`config.mk`:
```
export PLATFORM = sky130hd
export DESIGN_NAME = mdu_hilo
export DESIGN_NICKNAME = d
export VERILOG_FILES = /design/src/rtl/mdu_hilo_pkg.sv /design/src/rtl/mdu_div_step.sv /design/src/rtl/mdu_hilo.sv
export SDC_FILE = /design/constraint.sdc
export NUM_CORES = 1
export LEC_CHECK = 0
export ABC_AREA = 0
export BUFFER_PORTS_ARGS = -buffer_cell sky130_fd_sc_hd__buf_2
export CAP_MARGIN = 20
export CORE_MARGIN = 2
export CORE_UTILIZATION = 36
export DETAILED_ROUTE_END_ITERATION = 7
export GPL_TIMING_DRIVEN = 0
export HOLD_SLACK_MARGIN = 0.1
export SYNTH_ARGS = -nofsm -noshare
export SYNTH_HDL_FRONTEND = slang
export SYNTH_SLANG_ARGS = --single-unit
```
`constraint.sdc`:
```
create_clock -name clk -period 3.1 [get_ports clk]
set_clock_uncertainty 0.05 [all_clocks]
set_input_delay 0.465 -clock clk [delete_from_list [all_inputs] [get_ports clk]]
set_output_delay 0.465 -clock clk [all_outputs]
set_load 0.01 [all_outputs]
```
`src/rtl/mdu_hilo_pkg.sv`:
```
// mdu_hilo shared types: op codes, FSM states
// and small op-decode helpers.
package mdu_hilo_pkg;

  localparam int MDU_OP_W = 2;

  typedef enum logic [MDU_OP_W-1:0] {
    MDU_MULT  = 2'b00,
    MDU_MULTU = 2'b01,
    MDU_DIV   = 2'b10,
    MDU_DIVU  = 2'b11
  } mdu_op_e;

  typedef enum logic [1:0] {
    MDU_IDLE = 2'b00,
    MDU_CALC = 2'b01,
    MDU_FIX  = 2'b10,
    MDU_DONE = 2'b11
  } mdu_state_e;

  function automatic logic op_is_signed(
    input mdu_op_e op
  );
    return (op == MDU_MULT) || (op == MDU_DIV);
  endfunction

  function automatic logic op_is_div(
    input mdu_op_e op
  );
    return (op == MDU_DIV) || (op == MDU_DIVU);
  endfunction

endpackage

```
`src/rtl/mdu_div_step.sv`:
```
// One restoring-divide iteration (combinational).
// In: rem_i, quo_i, dvs_i. Out: rem_o, quo_o.
module mdu_div_step #(
  parameter int W = 32
) (
  input  logic [W-1:0] rem_i,
  input  logic [W-1:0] quo_i,
  input  logic [W-1:0] dvs_i,
  output logic [W-1:0] rem_o,
  output logic [W-1:0] quo_o
);

  logic [W:0] sh;
  logic [W:0] diff;

  // sh < 2*dvs, so W+1 bits hold it; diff[W]
  // set means the trial subtract went negative.
  always_comb begin
    sh   = {rem_i, quo_i[W-1]};
    diff = sh - {1'b0, dvs_i};
    if (!diff[W]) begin
      rem_o = diff[W-1:0];
      quo_o = {quo_i[W-2:0], 1'b1};
    end else begin
      rem_o = sh[W-1:0];
      quo_o = {quo_i[W-2:0], 1'b0};
    end
  end

endmodule

```
`src/rtl/mdu_hilo.sv`:
```
// Iterative mult/div unit producing HI/LO.
// Ports: op_valid/op_ready/op_code/op_a/op_b in,
// hilo_alloc/hilo_wb pulses, hi_o/lo_o, busy.
module mdu_hilo
  import mdu_hilo_pkg::*;
#(
  parameter int DATA_W = 32,
  parameter int CNT_W  = 5
) (
  input  logic                clk,
  input  logic                rst_n,
  input  logic                op_valid,
  output logic                op_ready,
  input  logic [MDU_OP_W-1:0] op_code,
  input  logic [DATA_W-1:0]   op_a,
  input  logic [DATA_W-1:0]   op_b,
  output logic                hilo_alloc,
  output logic                hilo_wb,
  output logic [DATA_W-1:0]   hi_o,
  output logic [DATA_W-1:0]   lo_o,
  output logic                busy
);

  localparam int AW = 2 * DATA_W;

  mdu_state_e        state_q, state_d;
  logic [CNT_W-1:0]  cnt_q, cnt_d;
  logic [AW-1:0]     acc_q, acc_d;
  logic [DATA_W-1:0] opnd_q, opnd_d;
  logic [DATA_W-1:0] a_raw_q, a_raw_d;
  logic              div_q, div_d;
  logic              dz_q, dz_d;
  logic              neg_quo_q, neg_quo_d;
  logic              neg_rem_q, neg_rem_d;
  logic [DATA_W-1:0] hi_q, hi_d;
  logic [DATA_W-1:0] lo_q, lo_d;

  mdu_op_e           op;
  logic              accept;
  logic              sgn;
  logic [DATA_W-1:0] a_abs;
  logic [DATA_W-1:0] b_abs;
  logic [DATA_W:0]   mul_sum;
  logic [AW-1:0]     mul_acc;
  logic [DATA_W-1:0] dv_rem;
  logic [DATA_W-1:0] dv_quo;
  logic [AW-1:0]     prod;
  logic [DATA_W-1:0] quo_fix;
  logic [DATA_W-1:0] rem_fix;

  assign op         = mdu_op_e'(op_code);
  assign op_ready   = (state_q == MDU_IDLE);
  assign accept     = op_valid & op_ready;
  assign hilo_alloc = accept;
  assign hilo_wb    = (state_q == MDU_DONE);
  assign busy       = (state_q != MDU_IDLE);
  assign hi_o       = hi_q;
  assign lo_o       = lo_q;

  // |0x80000000| stays 0x80000000 and is
  // read as unsigned 2^31 by the core.
  assign sgn   = op_is_signed(op);
  assign a_abs = (sgn && op_a[DATA_W-1])
               ? -op_a : op_a;
  assign b_abs = (sgn && op_b[DATA_W-1])
               ? -op_b : op_b;

  // Multiply: acc = {partial, multiplier};
  // add multiplicand on lsb, shift right.
  assign mul_sum = {1'b0, acc_q[AW-1:DATA_W]}
                 + (acc_q[0] ? {1'b0, opnd_q}
                             : '0);
  assign mul_acc = {mul_sum, acc_q[DATA_W-1:1]};

  // Divide: acc = {remainder, quotient}.
  mdu_div_step #(
    .W (DATA_W)
  ) u_div_step (
    .rem_i (acc_q[AW-1:DATA_W]),
    .quo_i (acc_q[DATA_W-1:0]),
    .dvs_i (opnd_q),
    .rem_o (dv_rem),
    .quo_o (dv_quo)
  );

  assign prod    = neg_quo_q ? -acc_q : acc_q;
  assign quo_fix = neg_quo_q ? -acc_q[DATA_W-1:0]
                             : acc_q[DATA_W-1:0];
  assign rem_fix = neg_rem_q
                 ? -acc_q[AW-1:DATA_W]
                 : acc_q[AW-1:DATA_W];

  always_comb begin
    state_d   = state_q;
    cnt_d     = cnt_q;
    acc_d     = acc_q;
    opnd_d    = opnd_q;
    a_raw_d   = a_raw_q;
    div_d     = div_q;
    dz_d      = dz_q;
    neg_quo_d = neg_quo_q;
    neg_rem_d = neg_rem_q;
    hi_d      = hi_q;
    lo_d      = lo_q;
    unique case (state_q)
      MDU_IDLE: begin
        if (accept) begin
          state_d   = MDU_CALC;
          cnt_d     = '0;
          div_d     = op_is_div(op);
          dz_d      = op_is_div(op)
                    && (op_b == '0);
          a_raw_d   = op_a;
          neg_quo_d = sgn & (op_a[DATA_W-1]
                    ^ op_b[DATA_W-1]);
          neg_rem_d = sgn & op_a[DATA_W-1];
          if (op_is_div(op)) begin
            acc_d  = {{DATA_W{1'b0}}, a_abs};
            opnd_d = b_abs;
          end else begin
            acc_d  = {{DATA_W{1'b0}}, b_abs};
            opnd_d = a_abs;
          end
        end
      end
      MDU_CALC: begin
        acc_d = div_q ? {dv_rem, dv_quo}
                      : mul_acc;
        cnt_d = cnt_q + 1'b1;
        if (cnt_q == CNT_W'(DATA_W - 1)) begin
          state_d = MDU_FIX;
        end
      end
      MDU_FIX: begin
        state_d = MDU_DONE;
        if (!div_q) begin
          hi_d = prod[AW-1:DATA_W];
          lo_d = prod[DATA_W-1:0];
        end else if (dz_q) begin
          hi_d = a_raw_q;
          lo_d = '1;
        end else begin
          hi_d = rem_fix;
          lo_d = quo_fix;
        end
      end
      MDU_DONE: begin
        state_d = MDU_IDLE;
      end
      default: begin
        state_d = MDU_IDLE;
      end
    endcase
  end

  always_ff @(posedge clk or negedge rst_n) begin
    if (!rst_n) begin
      state_q   <= MDU_IDLE;
      cnt_q     <= '0;
      acc_q     <= '0;
      opnd_q    <= '0;
      a_raw_q   <= '0;
      div_q     <= 1'b0;
      dz_q      <= 1'b0;
      neg_quo_q <= 1'b0;
      neg_rem_q <= 1'b0;
      hi_q      <= '0;
      lo_q      <= '0;
    end else begin
      state_q   <= state_d;
      cnt_q     <= cnt_d;
      acc_q     <= acc_d;
      opnd_q    <= opnd_d;
      a_raw_q   <= a_raw_d;
      div_q     <= div_d;
      dz_q      <= dz_d;
      neg_quo_q <= neg_quo_d;
      neg_rem_q <= neg_rem_d;
      hi_q      <= hi_d;
      lo_q      <= lo_d;
    end
  end

endmodule

```
==> impl_metrics.env, run 1 <==
export IMPL_synth_edf_count=0
export IMPL_io_buffers=135
export IMPL_setup_ws_ns=-0.497
export IMPL_place_area_mm2=0.0179
export IMPL_root_buffer="clkbuf_16"
export IMPL_combPwrFrac_pct=67.7
export IMPL_antenna_found_initial=0
export IMPL_switchingPower_mw=12.9
export IMPL_drive_gt1_share_pct=25.4
export IMPL_dr_pass1_iters=5
export IMPL_io_pins=137
export IMPL_hold_violations=0
export IMPL_htree_levels=1
export IMPL_timing_critical_path_mode_cell="buf_6"
export IMPL_rsz0062_at_grt="yes"
export IMPL_pwr_share_clk_pct=12.2
export IMPL_avgSynthCellArea_um2=8.07
export IMPL_synthArstFlopShare_pct=100
export IMPL_ys_seq_area_share_pct=31.2
export IMPL_chipWidth_um=217
export IMPL_vias_per_cell=5.86
export IMPL_dr_total_vias=16900
export IMPL_p_leak_nw=8.72
export IMPL_drt_iter0_markers=1699
export IMPL_cts_tree="done"
export IMPL_netlist_area_mm2=0.0163
export IMPL_cp_required_ns=3.46
export IMPL_setup_violations=59
export IMPL_ys_ff_latch=203
export IMPL_wl_um=67900
export IMPL_hpwl_um=51000
export IMPL_mostFrequentLayoutCell="nor2_1"
export IMPL_antenna_cells=0
export IMPL_fp_coreArea_mm2=0.0444
export IMPL_grt_use_total_pct=27.8
export IMPL_die_h_um=217
export IMPL_p_int_mw=12.9
export IMPL_nets=2416
export IMPL_postLayoutCellArea_mm2=0.0208
export IMPL_start_util_pct=36.7
export IMPL_post_route_period_util_pct=116
export IMPL_synthToLayoutAreaGrowth_pct=27.6
export IMPL_final_cell_mix="nor2_1, a21oi_1, dfrtp_1"
export IMPL_power_mw=25.8
export IMPL_crit_chain="clkinvlp_4, buf_6, nor2_4, ha_4, o211ai_1, o211a_1, o31ai_4, a221o_2, a21oi_4, buf_6, buf_6, nor2_2, a31o_2, xor2_1, a22oi_1, o21ai_1"
export IMPL_ys_flop_type="dfrtp_1"
export IMPL_max_slew_margin_rel_pct=19.8
export IMPL_antenna_left=0
export IMPL_worstMarginPinSlew_ns=1.20
export IMPL_first_global_vias=16100
export IMPL_cts_buffers_inserted=25
export IMPL_status="finished, violations left"
export IMPL_seq_power_share_pct=20.1
export IMPL_timing_max_cap_violations=0
export IMPL_num_rows=77
export IMPL_vdd_drop_max_v=0.000516
export IMPL_ys_types=81
export IMPL_arrival_ns=3.96
export IMPL_fin_crit_ns=3.60
export IMPL_ys_warn_count=0
export IMPL_path_clk_slew_ns=0.06
export IMPL_synth_net_count=2165
export IMPL_violations="negative setup slack"
export IMPL_regToRegSetupSlack_ns=-0.50
export IMPL_power_density_mw_per_mm2=1240
export IMPL_critPathMaxFanout=5
export IMPL_die_area_mm2=0.0470
export IMPL_slew_violations=0
export IMPL_slowest_stage="a221o_2"
export IMPL_slowest_delay_ns=0.44
export IMPL_grt_overflow_total=0
export IMPL_swShare_pct=50.1
export IMPL_place_congestion=0.936
export IMPL_clock_latency_ns=0.57
export IMPL_wl_per_cell_um=23.6
export IMPL_drc=0
export IMPL_setup_worst_path_end_class="flop"
export IMPL_critPathLaunchType="flop"
export IMPL_max_freq_mhz=278
export IMPL_cts_path_max_buffers=3
export IMPL_grt_max_degree=117
export IMPL_grt_first_pass_wirelength_um=100000
export IMPL_syn_instance_count=2020
export IMPL_hold_path_class="input port to flop"
export IMPL_crit_type="flop to flop"
export IMPL_cts_sinks=203
## cell usage after synthesis, types with 15 or more instances
cell	n	area, um^2
nor2b_1	17	106
xor2_1	104	911
inv_1	77	289
or3_1	18	113
xnor2_1	100	876
dfrtp_1	203	5080
ha_1	74	926
a211oi_1	28	210
mux2i_1	37	370
nor2_1	228	856
a21o_1	29	218
o211ai_1	19	143
a31oi_1	15	93.8
o31ai_1	22	165
nand2_1	179	672
clkbuf_1	105	394
a21oi_1	232	1160
nand2b_1	15	93.8
o21ai_0	170	851
a22oi_1	20	150
nor3_1	29	145
nand3_1	26	130
mux2_2	55	619
## worst max-delay path, delay by kind of cell (launching register included)
family | cells | cell delay [ns]
DFF | 1 | 0.41
adders and majority gates | 1 | 0.21
and+or+nand+nor | 2 | 0.15
AOI/OAI and AO/OA | 8 | 1.74
xor gates and xnor gates | 1 | 0.16
buffers and inverters | 4 | 0.71
## cell type report
cell class,instances,area [um^2]
inverter,77,298
tap,592,741
fill,4331,23600
multi-input combinational,1606,11600
clock buffer,34,719
sequential,203,5100
timing repair buffer,228,1550
buffer,130,662
clock inverter,10,149
## power groups by stage
stage | Combinational, mW | Clock [mW] | Sequential [mW]
after floorplan | 9.72 | 0 | 4.80
after global placement | 13.9 | 0 | 5.13
after detailed placement | 14.0 | 0 | 5.17
after CTS | 15.8 | 3.18 | 5.14
after global routing | 18.8 | 3.29 | 5.28
final | 17.5 | 3.15 | 5.20
## state kept, by name, summed over array words and instances (netlist names)
signal / cells
a_raw_q: 32
lo_o: 32
neg_quo_q: 1
hi_o: 32
acc_q: 64
opnd_q: 32
neg_rem_q: 1
dz_q: 1
cnt_q: 5
div_q: 1
state_q: 2
## stage by stage
stage	hold slack [ns]	worst slack, ns	TNS [ns]	util (%)	cells
floorplan	0.119	-0.0762	-1.12	-	2020
global placement	0.417	-2.58	-512.13	40.2	2747
detailed placement	0.424	-1.45	-71.11	40.3	2748
CTS	0.140	-0.551	-20.25	44.7	2842
global route	0.154	-0.581	-24.20	46.8	2880
finish	0.164	-0.497	-19.19	46.8	2880
## cell families after synthesis
kind of cell / synth area share, %
muxes: 6.07
buffers and inverters: 5.16
AOI/OAI and AO/OA: 23.8
xor gates and xnor gates: 11.1
adders and majority gates: 5.92
DFF: 31.2
and+or+nand+nor: 16.9
## layer usage
layer / vias up / GRT usage (%) / wire, um
met2: 798 / 42.4 / 29300
met1: 8260 / 39.8 / 30200
li1: 7674 / - / -
met4: 0 / 10.6 / 3050
met3: 150 / 3.90 / 5270
met5: - / 0 / 0
## repair_timing
action,4_1_cts,5_1_grt
endpoints found under the setup margin,81,86
buffers inserted,50,44
pin swaps,47,92
gates cloned,3,1
gates resized for setup,189,166
hold buffers,1,0
endpoints found under the hold margin,87,0
## final timing paths
kind | start | endpoint | cells past startpoint
max | acc_q[0]$_DFFE_PN0P_ | acc_q[56]$_DFFE_PN0P_ | 16
min | op_a[3] | a_raw_q[3]$_DFFE_PN0P_ | 2
max reg2reg | acc_q[0]$_DFFE_PN0P_ | acc_q[56]$_DFFE_PN0P_ | 16
min reg2reg | opnd_q[27]$_DFFE_PN0P_ | opnd_q[27]$_DFFE_PN0P_ | 2
max in group asynchronous | rst_n | opnd_q[13]$_DFFE_PN0P_ | 3
min in group asynchronous | rst_n | hi_o[16]$_DFFE_PN0P_ | 2
(Power assumes the default switching activity.)
==> run 2: changes to the inputs <==
SKIP_CTS_REPAIR_TIMING = 1   (was not set)
==> run 2 against run 1 <==
  * The run still ends with negative setup slack left
  * Count of clock-buffer cells in the layout is the same
  * Maximum frequency shrank 3.5%
  * Clock power is essentially flat
  * Combinational power is essentially flat
  * Final cell count shrank 0.94%
  * Worst hold slack lost 0.0031 ns
  * First-iteration DRC count grew 1.9%
  * Global-route usage shrank 0.84 points
  * Critical path type unchanged
  * Critical endpoint is now acc_q[58]$_DFFE_PN0P_
  * Largest power group unchanged
==> impl_metrics.env, run 2 (same netlist as run 1, synthesis figures left out) <==
export IMPL_status="finished, violations left"
export IMPL_violations="negative setup slack"
export IMPL_whs_path_depth=2
export IMPL_grt_first_pass_wirelength_um=96800
export IMPL_cts_path_max_buffers=3
export IMPL_dr_pass1_iters=6
export IMPL_chipWidth_um=217
export IMPL_regToRegEndpoint="acc_q[58]$_DFFE_PN0P_"
export IMPL_combPwrFrac_pct=67.3
export IMPL_hold_path_class="input port to flop"
export IMPL_post_route_period_util_pct=120
export IMPL_vdd_drop_max_v=0.000512
export IMPL_arrival_ns=4.11
export IMPL_swShare_pct=49.9
export IMPL_power_density_mw_per_mm2=1250
export IMPL_antenna_found_initial=3
export IMPL_io_pins=137
export IMPL_switchingPower_mw=12.8
export IMPL_rsz0062_at_grt="yes"
export IMPL_crit_family="compound AO/OA/AOI/OAI gates"
export IMPL_rr_startpoint="acc_q[0]$_DFFE_PN0P_"
export IMPL_cp_required_ns=3.49
export IMPL_worstMarginPinSlew_ns=1.22
export IMPL_regMostFlops="acc_q"
export IMPL_reg2reg_depth=14
export IMPL_p_leak_nw=8.56
export IMPL_io_buffers=135
export IMPL_largest_reg_flops=64
export IMPL_pwr_share_clk_pct=12.3
export IMPL_postLayoutCellArea_mm2=0.0204
export IMPL_place_congestion=0.936
export IMPL_grt_overflow_total=0
export IMPL_htree_levels=1
export IMPL_regToRegSetupSlack_ns=-0.63
export IMPL_fp_coreArea_mm2=0.0444
export IMPL_setup_ws_ns=-0.628
export IMPL_hpwl_um=51000
export IMPL_final_cell_mix="nor2_1, a21oi_1, dfrtp_1"
export IMPL_setup_violations=59
export IMPL_antenna_left=0
export IMPL_drc=0
export IMPL_drt_iter0_markers=1731
export IMPL_post_route_util_pct=46.0
export IMPL_die_h_um=217
export IMPL_max_slew_margin_rel_pct=18.6
export IMPL_path_clk_slew_ns=0.06
export IMPL_drive_gt1_share_pct=23.5
export IMPL_hold_violations=0
export IMPL_clock_latency_ns=0.57
export IMPL_vias_per_cell=5.85
export IMPL_mostFrequentLayoutCell="nor2_1"
export IMPL_dr_total_vias=16700
export IMPL_cts_tree="done"
export IMPL_antenna_cells=0
export IMPL_seq_power_share_pct=20.3
export IMPL_slowest_delay_ns=0.46
export IMPL_max_freq_mhz=268
export IMPL_wl_um=66800
export IMPL_p_int_mw=12.8
export IMPL_num_rows=77
export IMPL_fin_crit_ns=3.73
export IMPL_min_from="op_code[0]"
export IMPL_slowest_stage="a221o_2"
export IMPL_die_area_mm2=0.0470
export IMPL_crit_buf_inv=2
export IMPL_wl_per_cell_um=23.4
export IMPL_grt_max_degree=117
export IMPL_first_global_vias=15500
export IMPL_place_area_mm2=0.0179
export IMPL_critPathLaunchType="flop"
export IMPL_critPathMaxFanout=7
export IMPL_grt_use_total_pct=27.0
export IMPL_cts_buffers_inserted=25
export IMPL_synthToLayoutAreaGrowth_pct=25.3
export IMPL_nets=2389
export IMPL_crit_type="flop to flop"
export IMPL_timing_max_cap_violations=0
export IMPL_start_util_pct=36.7
export IMPL_power_mw=25.5
export IMPL_setup_worst_path_end_class="flop"
export IMPL_crit_chain="clkinvlp_4, buf_8, nor2_4, ha_4, o211ai_1, o211a_1, o31ai_4, a221o_2, a21oi_4, o21bai_4, a311oi_4, xnor2_1, a221oi_1, o21ai_1"
export IMPL_slew_violations=0
export IMPL_hold_path_end="neg_quo_q$_DFFE_PN0P_"
export IMPL_cts_sinks=203
export IMPL_root_buffer="clkbuf_16"
## run 2: cell type report
type                       count  area [um^2]
inverter                      77          298
timing repair buffer         201         1330
clock inverter                10          149
sequential                   203         5090
fill                        4348        24000
buffer                       131          693
clock buffer                  34          719
tap                          592          741
multi-input combinational   1605        11400
## run 2: worst max-delay path by stage
stage	startpoint	endpoint	slack, ns	cells after the start
4_1_cts	acc_q[0]$_DFFE_PN0P_	acc_q[63]$_DFFE_PN0P_	-1.47	14
3_5_place_dp	acc_q[0]$_DFFE_PN0P_	acc_q[63]$_DFFE_PN0P_	-1.45	14
3_3_place_gp	rst_n	acc_q[50]$_DFFE_PN0P_	-2.58	1
6_report	acc_q[0]$_DFFE_PN0P_	acc_q[58]$_DFFE_PN0P_	-0.63	14
5_1_grt	acc_q[0]$_DFFE_PN0P_	acc_q[58]$_DFFE_PN0P_	-0.71	14
2_1_floorplan	acc_q[6]$_DFFE_PN0P_	hi_o[8]$_DFFE_PN0P_	-0.08	11
## run 2: through the flow
stage / hold WS, ns / std cells / TNS [ns] / worst slack [ns]
final: 0.161 / 2853 / -24.97 / -0.628
after floorplan: 0.119 / 2020 / -1.12 / -0.0762
after CTS: -0.101 / 2792 / -59.53 / -1.47
after detailed placement: 0.424 / 2748 / -71.11 / -1.45
after global placement: 0.417 / 2747 / -512.13 / -2.58
after global routing: 0.154 / 2853 / -30.36 / -0.708
## run 2: power by group through the flow
stage               clock [mW]  sequential [mW]  combinational, mW
global placement             0             5.13               13.9
CTS                       3.18             5.13               14.1
detailed placement           0             5.17               14.0
finish                    3.15             5.19               17.2
global route              3.29             5.29               18.5
floorplan                    0             4.80               9.72
## run 2: per-layer routing
metal  track usage (%)  wire (um)
met5                 0         27
met2              40.9      29200
met4              9.54       2550
met1              38.6      29700
met3              4.56       5390
==> run 3: changes to the inputs <==
ABC_AREA = 1   (was 0)
==> run 3 against run 2 <==
  * The flow now finishes without violations
  * Critical path depth is 5 higher
  * Utilization is 4.7 points lower
  * Non-clock buffer count is 71 lower
  * Count of clock-buffer cells in the layout is 1 lower
  * Final cell count is 45% higher
==> impl_metrics.env, run 3 <==
export IMPL_final_cell_mix="nand2_1, inv_1, nor2_1"
export IMPL_crit_family="simple AND/OR/NAND/NOR gates"
export IMPL_grt_use_total_pct=32.4
export IMPL_pwr_share_clk_pct=12.7
export IMPL_synth_common_cells="nand2_1, inv_1, nor2_1, nand3_1, dfrtp_1"
export IMPL_netlist_area_mm2=0.0195
export IMPL_synth_top_area_share_pct=26.1
export IMPL_whs_path_depth=3
export IMPL_setup_ws_ns=0.0581
export IMPL_die_area_mm2=0.0560
export IMPL_root_buffer="clkbuf_16"
export IMPL_cts_buffers_inserted=26
export IMPL_post_synth_top_count_cell="nand2_1"
export IMPL_start_util_pct=36.3
export IMPL_cts_sinks=203
export IMPL_antenna_left=0
export IMPL_max_slew_margin_rel_pct=25.7
export IMPL_critPathLaunchType="flop"
export IMPL_seq_power_share_pct=21.2
export IMPL_grt_max_degree=79
export IMPL_antenna_found_initial=0
export IMPL_drc=0
export IMPL_postLayoutCellArea_mm2=0.0222
export IMPL_crit_buf_inv=4
export IMPL_timing_critical_path_mode_cell="nand2_1"
export IMPL_hpwl_um=77200
export IMPL_finalSetupTns_ns=0
export IMPL_nets=3566
export IMPL_swShare_pct=57.3
export IMPL_chipWidth_um=237
export IMPL_synthToLayoutAreaGrowth_pct=13.9
export IMPL_dr_pass1_iters=8
export IMPL_dr_total_vias=22800
export IMPL_clock_latency_ns=0.59
export IMPL_synth_net_count=3394
export IMPL_max_freq_mhz=329
export IMPL_ys_top_cells_by_area="dfrtp_1, nand2_1, inv_1, nand3_1, nor2_1"
export IMPL_slowest_stage="fa_2"
export IMPL_regMostFlops="acc_q"
export IMPL_vdd_drop_max_v=0.000491
export IMPL_status="complete, no violations"
export IMPL_regToRegSetupSlack_ns=0.06
export IMPL_post_route_util_pct=41.3
export IMPL_io_pins=137
export IMPL_p_leak_nw=11.4
export IMPL_num_rows=85
export IMPL_drive_gt1_share_pct=9.47
export IMPL_vias_per_cell=5.50
export IMPL_combPwrFrac_pct=66.1
export IMPL_fin_crit_ns=3.04
export IMPL_synthArstFlopShare_pct=100
export IMPL_wl_um=92700
export IMPL_arrival_ns=3.45
export IMPL_yosysTopAreaCell="dfrtp_1"
export IMPL_switchingPower_mw=15.6
export IMPL_ys_flop_type="dfrtp_1"
export IMPL_io_buffers=136
export IMPL_crit_chain="buf_8, buf_8, nand2_1, inv_1, ha_2, inv_1, fa_2, o21ai_4, nand2_1, nand2_2, nand2_1, nand2_2, nand3_1, nand3_1, nand2_1, nor2_4, nor2_1, nand2_1, nand2_1"
export IMPL_avgSynthCellArea_um2=6.00
export IMPL_first_global_vias=21000
export IMPL_fp_coreArea_mm2=0.0537
export IMPL_setup_violations=0
export IMPL_wl_per_cell_um=22.4
export IMPL_post_route_period_util_pct=98.1
export IMPL_path_clk_slew_ns=0.06
export IMPL_ys_warn_count=0
export IMPL_hold_violations=0
export IMPL_place_congestion=1.03
export IMPL_mostFrequentLayoutCell="nand2_1"
export IMPL_slew_violations=0
export IMPL_ys_types=56
export IMPL_grt_overflow_total=0
export IMPL_hold_path_class="input port to flop"
export IMPL_timing_hold_ws_ns=0.156
export IMPL_cp_required_ns=3.50
export IMPL_power_density_mw_per_mm2=1230
export IMPL_drt_iter0_markers=2522
export IMPL_setup_worst_path_end_class="flop"
export IMPL_timing_max_cap_violations=0
export IMPL_syn_instance_count=3249
export IMPL_htree_levels=1
export IMPL_worstMarginPinSlew_ns=1.11
export IMPL_synth_edf_count=0
export IMPL_cts_path_max_buffers=3
export IMPL_p_int_mw=11.6
export IMPL_critPathMaxFanout=10
export IMPL_largest_reg_flops=64
export IMPL_ys_ff_latch=203
export IMPL_crit_type="flop to flop"
export IMPL_cts_tree="done"
export IMPL_dp_slack_ns=-0.685
export IMPL_regArea_mm2=0.00508
export IMPL_place_area_mm2=0.0211
export IMPL_worst_path_stages=19
export IMPL_slowest_delay_ns=0.45
export IMPL_die_h_um=237
export IMPL_reg2reg_depth=19
export IMPL_antenna_cells=0
export IMPL_grt_first_pass_wirelength_um=136000
export IMPL_fillers=5981
export IMPL_multi_input_area_mm2=0.0123
export IMPL_ys_seq_area_share_pct=26.1
export IMPL_rsz0062_at_grt="yes"
## run 3: cell count changes after synthesis, moves of 37 or more
cell	previous run	this run
nor2_1	228	361
inv_1	77	423
nand3_1	26	295
mux2i_1	37	0
mux2_2	55	0
nand2_1	179	971
xnor2_1	100	18
xor2_1	104	56
## run 3: layout make-up
class	instances	share of cell area, %
Buffer	117	2.36
Clock buffer	33	3.23
Clock inverter	15	1.15
Inverter	448	7.60
Multi-Input combinational cell	2481	55.3
Sequential cell	203	22.9
Tap cell	696	3.92
Timing Repair Buffer	144	3.57
## run 3: path summary, 6_finish.rpt
| check | from | end |
|---|---|---|
| max in group asynchronous | rst_n | acc_q[21]$_DFFE_PN0P_ |
| worst min-delay path | op_a[7] | a_raw_q[7]$_DFFE_PN0P_ |
| worst max-delay path | acc_q[0]$_DFFE_PN0P_ | acc_q[59]$_DFFE_PN0P_ |
| min in group asynchronous | rst_n | acc_q[59]$_DFFE_PN0P_ |
| worst min register to register | hi_o[23]$_DFFE_PN0P_ | hi_o[23]$_DFFE_PN0P_ |
| worst max register to register | acc_q[0]$_DFFE_PN0P_ | acc_q[59]$_DFFE_PN0P_ |
## run 3: through the flow
| stage | total power [mW] | cells |
|---|---|---|
| floorplan | 16.7 | 3249 |
| global placement | 23.1 | 4081 |
| detailed placement | 23.1 | 4083 |
| CTS | 26.6 | 4131 |
| global route | 29.2 | 4137 |
| finish | 27.3 | 4137 |
## run 3: cell families after synthesis
group / Yosys count / synth area share (%)
adders and majority gates: 76 / 4.96
and+or+nand+nor: 1772 / 38.4
xor gates and xnor gates: 74 / 3.32
DFF: 203 / 26.1
AOI/OAI and AO/OA: 559 / 16.0
buffers and inverters: 565 / 11.2
## run 3: layer usage
| layer | vias to the layer above | wire (um) | global-route usage [%] |
|---|---|---|---|
| met5 | - | 0 | 0 |
| met4 | 0 | 4230 | 13.3 |
| met3 | 177 | 9600 | 5.91 |
| met2 | 1188 | 38400 | 48.4 |
| met1 | 10600 | 40500 | 45.9 |
| li1 | 10800 | - | - |
## run 3: tightest hold or removal path: stages
cell and delay, ns:
buf_2 0.14, inv_1 0.07, o21ai_0 0.07
## run 3: power by group through the flow
stage                     Combinational (mW)  Clock [mW]  Sequential, mW
after floorplan                         11.7           0            5.00
after CTS                               17.4        3.47            5.66
after global placement                  17.4           0            5.69
after detailed placement                17.3           0            5.70
final                                   18.0        3.46            5.79
after global routing                    19.8        3.59            5.83
